File: config.mk
export PLATFORM = sky130hd
export DESIGN_NAME = bu2_ifft_flat
export DESIGN_NICKNAME = d
export VERILOG_FILES = /design/src/rtl/bu2_ifft_if.sv /design/src/rtl/bu2_ifft.sv /design/src/flat_wrapper.sv
export SDC_FILE = /design/constraint.sdc
export NUM_CORES = 2
export LEC_CHECK = 0
export ABC_AREA = 1
export CAP_MARGIN = 0
export CORE_ASPECT_RATIO = 0.7
export CORE_MARGIN = 3
export CORE_UTILIZATION = 30
export CTS_BUF_LIST = sky130_fd_sc_hd__clkbuf_16
export DETAILED_ROUTE_END_ITERATION = 8
export GPL_TIMING_DRIVEN = 0
export HOLD_SLACK_MARGIN = 0.06
export MAX_ROUTING_LAYER = met4
export PLACE_DENSITY_LB_ADDON = 0.12
export SLEW_MARGIN = 40
export SYNTH_ARGS = -nofsm -noshare
export SYNTH_HDL_FRONTEND = slang
export SYNTH_SLANG_ARGS = --single-unit
File: constraint.sdc
create_clock -name clk -period 160.9 [get_ports clk]
set_input_delay 24.135 -clock clk [delete_from_list [all_inputs] [get_ports clk]]
set_output_delay 24.135 -clock clk [all_outputs]
set_load 0.05 [all_outputs]
File: src/rtl/bu2_ifft_if.sv
// Streaming port bundle for the bu2_ifft inverse-NTT butterfly: operands in,
// results plus forwarded twiddle/modulus out.
interface bu2_ifft_if #(
    parameter int DATA_W = 16
);
    logic              in_valid;
    logic [DATA_W-1:0] in1;
    logic [DATA_W-1:0] in2;
    logic [DATA_W-1:0] twiddle;
    logic [DATA_W-1:0] modulus;
    logic              scale_en;

    logic              BU_valid;
    logic [DATA_W-1:0] ifft_a;
    logic [DATA_W-1:0] ifft_b;
    logic [DATA_W-1:0] twiddle_BU_out;
    logic [DATA_W-1:0] modulus_BU_out;

    modport master (
        output in_valid, in1, in2, twiddle, modulus, scale_en,
        input  BU_valid, ifft_a, ifft_b, twiddle_BU_out, modulus_BU_out
    );

    modport slave (
        input  in_valid, in1, in2, twiddle, modulus, scale_en,
        output BU_valid, ifft_a, ifft_b, twiddle_BU_out, modulus_BU_out
    );
endinterface

File: src/rtl/bu2_ifft.sv
// Gentleman-Sande inverse-NTT butterfly: a' = (in1+in2) mod q, b' = ((in1-in2)*w) mod q,
// with optional halving mod q. Fixed 3-cycle latency, one pair per cycle, no backpressure.
module bu2_ifft #(
    parameter int DATA_W = 16
) (
    input logic         clk,
    input logic         rst,
    bu2_ifft_if.slave   bus
);

    // x/2 mod q for odd q: an odd x becomes even by adding q; one extra bit prevents overflow.
    function automatic logic [DATA_W-1:0] half(input logic [DATA_W:0]   x,
                                               input logic [DATA_W-1:0] q);
        logic [DATA_W:0] t;
        t = x[0] ? x + {1'b0, q} : x;
        return DATA_W'(t >> 1);
    endfunction

    // Stage 1 combinational: modular add and subtract of the incoming pair.
    logic [DATA_W:0]   sum_full;
    logic [DATA_W:0]   sum_red;
    logic [DATA_W-1:0] diff_red;

    always_comb begin
        sum_full = {1'b0, bus.in1} + {1'b0, bus.in2};
        sum_red  = (sum_full >= {1'b0, bus.modulus}) ? sum_full - {1'b0, bus.modulus} : sum_full;
        diff_red = bus.in1 - bus.in2 + ((bus.in1 < bus.in2) ? bus.modulus : '0);
    end

    logic                v1, v2, v3, out_valid;
    logic                sc1, sc2, sc3;
    logic [DATA_W-1:0]   sum1, diff1, tw1, mod1;
    logic [DATA_W-1:0]   a2, tw2, mod2;
    logic [2*DATA_W-1:0] prod2;
    logic [DATA_W-1:0]   a3, r3, tw3, mod3;
    logic [DATA_W-1:0]   out_a, out_b, out_tw, out_mod;

    // NOTE: every pipeline register, data included, clears on reset so the
    // outputs read 0 and no stale pair can surface after release.
    always_ff @(posedge clk or negedge rst) begin
        if (!rst) begin
            v1    <= 1'b0;  v2    <= 1'b0;  v3   <= 1'b0;
            sc1   <= 1'b0;  sc2   <= 1'b0;  sc3  <= 1'b0;
            sum1  <= '0;    diff1 <= '0;    tw1  <= '0;  mod1 <= '0;
            a2    <= '0;    prod2 <= '0;    tw2  <= '0;  mod2 <= '0;
            a3    <= '0;    r3    <= '0;    tw3  <= '0;  mod3 <= '0;
        end else begin
            // NOTE: non-blocking assignments make each stage read the previous
            // stage's old value, which is what keeps the pairs from mixing.
            v1    <= bus.in_valid;
            sc1   <= bus.scale_en;
            sum1  <= DATA_W'(sum_red);
            diff1 <= diff_red;
            tw1   <= bus.twiddle;
            mod1  <= bus.modulus;

            v2    <= v1;
            sc2   <= sc1;
            prod2 <= {{DATA_W{1'b0}}, diff1} * {{DATA_W{1'b0}}, tw1};
            a2    <= sc1 ? half({1'b0, sum1}, mod1) : sum1;
            tw2   <= tw1;
            mod2  <= mod1;

            v3    <= v2;
            sc3   <= sc2;
            r3    <= (mod2 == '0) ? '0 : DATA_W'(prod2 % {{DATA_W{1'b0}}, mod2});
            a3    <= a2;
            tw3   <= tw2;
            mod3  <= mod2;
        end
    end

    // Output register: data holds its last value through bubbles.
    always_ff @(posedge clk or negedge rst) begin
        if (!rst) begin
            out_valid <= 1'b0;
            out_a     <= '0;
            out_b     <= '0;
            out_tw    <= '0;
            out_mod   <= '0;
        end else begin
            out_valid <= v3;
            if (v3) begin
                out_a   <= a3;
                out_b   <= sc3 ? half({1'b0, r3}, mod3) : r3;
                out_tw  <= tw3;
                out_mod <= mod3;
            end
        end
    end

    assign bus.BU_valid       = out_valid;
    assign bus.ifft_a         = out_a;
    assign bus.ifft_b         = out_b;
    assign bus.twiddle_BU_out = out_tw;
    assign bus.modulus_BU_out = out_mod;

endmodule

File: src/flat_wrapper.sv
// flat-port wrapper written by rule: the top's interface ports become plain ports
module bu2_ifft_flat 
#(
    parameter int DATA_W = 16
)
  (clk, rst, bus_in_valid, bus_in1, bus_in2, bus_twiddle, bus_modulus, bus_scale_en, bus_BU_valid, bus_ifft_a, bus_ifft_b, bus_twiddle_BU_out, bus_modulus_BU_out);
  bu2_ifft_if #(.DATA_W(DATA_W)) bus_i ();
  input logic clk;
  input logic rst;
  input wire logic [$bits(bus_i.in_valid)-1:0] bus_in_valid;
  input wire logic [$bits(bus_i.in1)-1:0] bus_in1;
  input wire logic [$bits(bus_i.in2)-1:0] bus_in2;
  input wire logic [$bits(bus_i.twiddle)-1:0] bus_twiddle;
  input wire logic [$bits(bus_i.modulus)-1:0] bus_modulus;
  input wire logic [$bits(bus_i.scale_en)-1:0] bus_scale_en;
  output wire logic [$bits(bus_i.BU_valid)-1:0] bus_BU_valid;
  output wire logic [$bits(bus_i.ifft_a)-1:0] bus_ifft_a;
  output wire logic [$bits(bus_i.ifft_b)-1:0] bus_ifft_b;
  output wire logic [$bits(bus_i.twiddle_BU_out)-1:0] bus_twiddle_BU_out;
  output wire logic [$bits(bus_i.modulus_BU_out)-1:0] bus_modulus_BU_out;
  assign bus_i.in_valid = bus_in_valid;
  assign bus_i.in1 = bus_in1;
  assign bus_i.in2 = bus_in2;
  assign bus_i.twiddle = bus_twiddle;
  assign bus_i.modulus = bus_modulus;
  assign bus_i.scale_en = bus_scale_en;
  assign bus_BU_valid = bus_i.BU_valid;
  assign bus_ifft_a = bus_i.ifft_a;
  assign bus_ifft_b = bus_i.ifft_b;
  assign bus_twiddle_BU_out = bus_i.twiddle_BU_out;
  assign bus_modulus_BU_out = bus_i.modulus_BU_out;
  bu2_ifft #(.DATA_W(DATA_W)) u_core (.clk(clk), .rst(rst), .bus(bus_i));
endmodule
==> reports/qor.csv <==
metric,value,unit
status,finished clean,
top cell type's share of synthesized area,16.8,%
# setup viols final,0,
ys flop type,dfrtp_1,
# fillers,15600,
Slew @ Worst Pin,0.839,ns
layout net count,7421,
Synth cell types,66,
DP HPWL,117000,um
post-CTS setup buffer count,0,
residual DRC count,0,
WP data arrival,107.49,ns
synthesized net count,7245,
GRT met3 Usage,1.89,%
YS warnings,0,
Std-Cell Core Area,144000,um^2
most common cell in the netlist,nand2_1,
final WL,139000,um
GR Util met2,25.4,%
area grow syn2layout,11.4,%
number of flip-flops in the largest register,32,
CP startpoint kind,flop,
TritonCTS Sinks,279,
total CTS buffers,26,
number of synthesized flops with an enable pin,0,
clk_lat worst skew,0.60,ns
DR pass1 iterations,5,
final period utilization,66.5,%
vias after detailed routing,40000,
Die Wd,464,um
port buffer count,132,
Achievable Freq,0.00935,GHz
Crit path top cell by count,nand2_1,
Iter 0 DRT Violations,2780,
Post-Syn Instances,6372,
Tightest Hold Check Type,reg -> reg,
synthesized cell area,44000,um^2
row cnt,116,
CTS Buffer Depth,3,
worst-path fanout max,22,
clk root buf,clkbuf_16,
first-pass GRT wire length,218000,um
critical path type,reg -> reg,
post-layout minimum cycle time,107.00,ns
# H-tree levels,1,
drt wl/cell,16.3,um
via/cell ratio,4.70,
final hold vios,0,
"Seq/Total Area, Yosys",15.9,%
CP peak stage delay,0.61,ns
hold_buf cts,0,
Die Ht,327,um
relative slew slack,43.9,%
ranking of synthesized cells by area,"ha_1 (17%), dfrtp_1 (16%), nand2_1 (14%)",
most instantiated cells after synthesis,"nand2_1 (1,622), inv_1 (1,066), ha_1 (591), a21oi_1 (374), o21ai_0 (344)",
antenna violations before repair,6,
Post-synth ARST share,100,%
pin count of the biggest net entering global routing,75,
Seq cells post-synth,279,
TritonCTS clock tree,done,
GRT Total Usage,18.5,%
total negative setup slack,0,ns
max_cap viols,0,
Worst setup EP type,flop,
Top Usage Layer GRT,met1,
Crit-path slowest cell,a2111oi_0,
WP data required,161.40,ns
Die ar.,152000,um^2
Worst-path clk slew,0.07,ns
layout cells sized above 1,5.31,%
largest register by flop count,u_core.prod2,
fin. max-slew vios,0,
total grt overflow,0,
"Avg Cell Area, Syn",6.91,um^2
initial core utilization,30.5,%
Layout Skew,0.0244,ns
total I/O pin count,133,
unrepaired setup endpoints after global routing,false,
gp weighted congestion,0.855,
Global Route met1 Usage,29.7,%
PostCTS Resize Cnt,0,
vias in the first global route,37900,
cell taking the most area after synthesis,ha_1,
ANT nets after route,0,
[placed cells by master, fill, tap and decap left out, types with 44 or more instances in the layout]
cell,n
ha_1,591
fa_1,214
dfrtp_1,279
clkdlybuf4s50_1,131
clkbuf_1,152
nor2_1,335
xor2_1,275
xnor2_1,118
o21bai_1,58
a21oi_1,374
inv_2,44
nand3_1,311
o21ai_0,344
inv_1,1056
nand2_1,1622
nand4_1,91
[cell families after synthesis]
group	count (synthesis)	share of synthesized area, %
AO/OA/AOI/OAI	963	12.3
XOR/XNOR	394	7.85
buffers and inverters	1301	11.3
flip-flops	279	15.9
multiplexers	1	0.0227
adder cells (fa/ha/maj)	805	26.5
AND/OR/NAND/NOR	2629	26.1
[area by class of cell]
type,instances,area [um^2],area share [%]
tap,1947,2440,4.96
antenna,1,2.50,0.00510
inverter,1116,4220,8.60
clock buffer,26,651,1.33
timing repair buffer,148,1690,3.45
sequential,279,6980,14.2
buffer,185,790,1.61
clock inverter,22,206,0.421
multi-input combinational,4792,32100,65.4
[critical path: cells and delay by family, from the launching register on]
| kind | cells | cell delay [ns] |
|---|---|---|
| simple gates | 232 | 25.89 |
| fa+ha+maj | 31 | 10.57 |
| buf+inv | 182 | 24.10 |
| flops | 1 | 0.59 |
| compound gates | 238 | 45.33 |
[final timing paths]
kind | start | to | slack [ns] | cells past startpoint
setup / recovery | u_core.mod2[13]$_DFF_PN0_ | u_core.r3[13]$_DFF_PN0_ | 53.90 | 683
hold / removal | u_core.tw2[6]$_DFF_PN0_ | u_core.tw3[6]$_DFF_PN0_ | 0.34 | 0
setup reg to reg | u_core.mod2[13]$_DFF_PN0_ | u_core.r3[13]$_DFF_PN0_ | 53.90 | 683
hold reg to reg | u_core.tw2[6]$_DFF_PN0_ | u_core.tw3[6]$_DFF_PN0_ | 0.34 | 0
max in group asynchronous | rst | u_core.mod1[12]$_DFF_PN0_ | 136.19 | 4
min in group asynchronous | rst | u_core.bus.twiddle_BU_out[7]$_DFFE_PN0P_ | 23.35 | 1
[metrics by stage]
stage	hold slack, ns	cells	setup slack [ns]	cell area (um^2)	util (%)
2_1_floorplan	0.331	6372	74.12	44000	-
3_3_place_gp	0.332	8451	53.99	47800	33.1
3_5_place_dp	0.335	8467	54.21	48200	33.4
4_1_cts	0.344	8515	53.73	49100	34.0
5_1_grt	0.355	8515	40.41	49100	34.0
6_report	0.343	8516	53.90	49100	34.0
[per-layer routing]
layer,vias up,part of all wire (%)
met5,-,0
li1,20700,-
met1,18600,56
met4,0,1.0
met3,82,4.5
met2,677,39
Power is not shown: default switching activity piles up to over one toggle a cycle in this logic, so the estimate is an artifact.
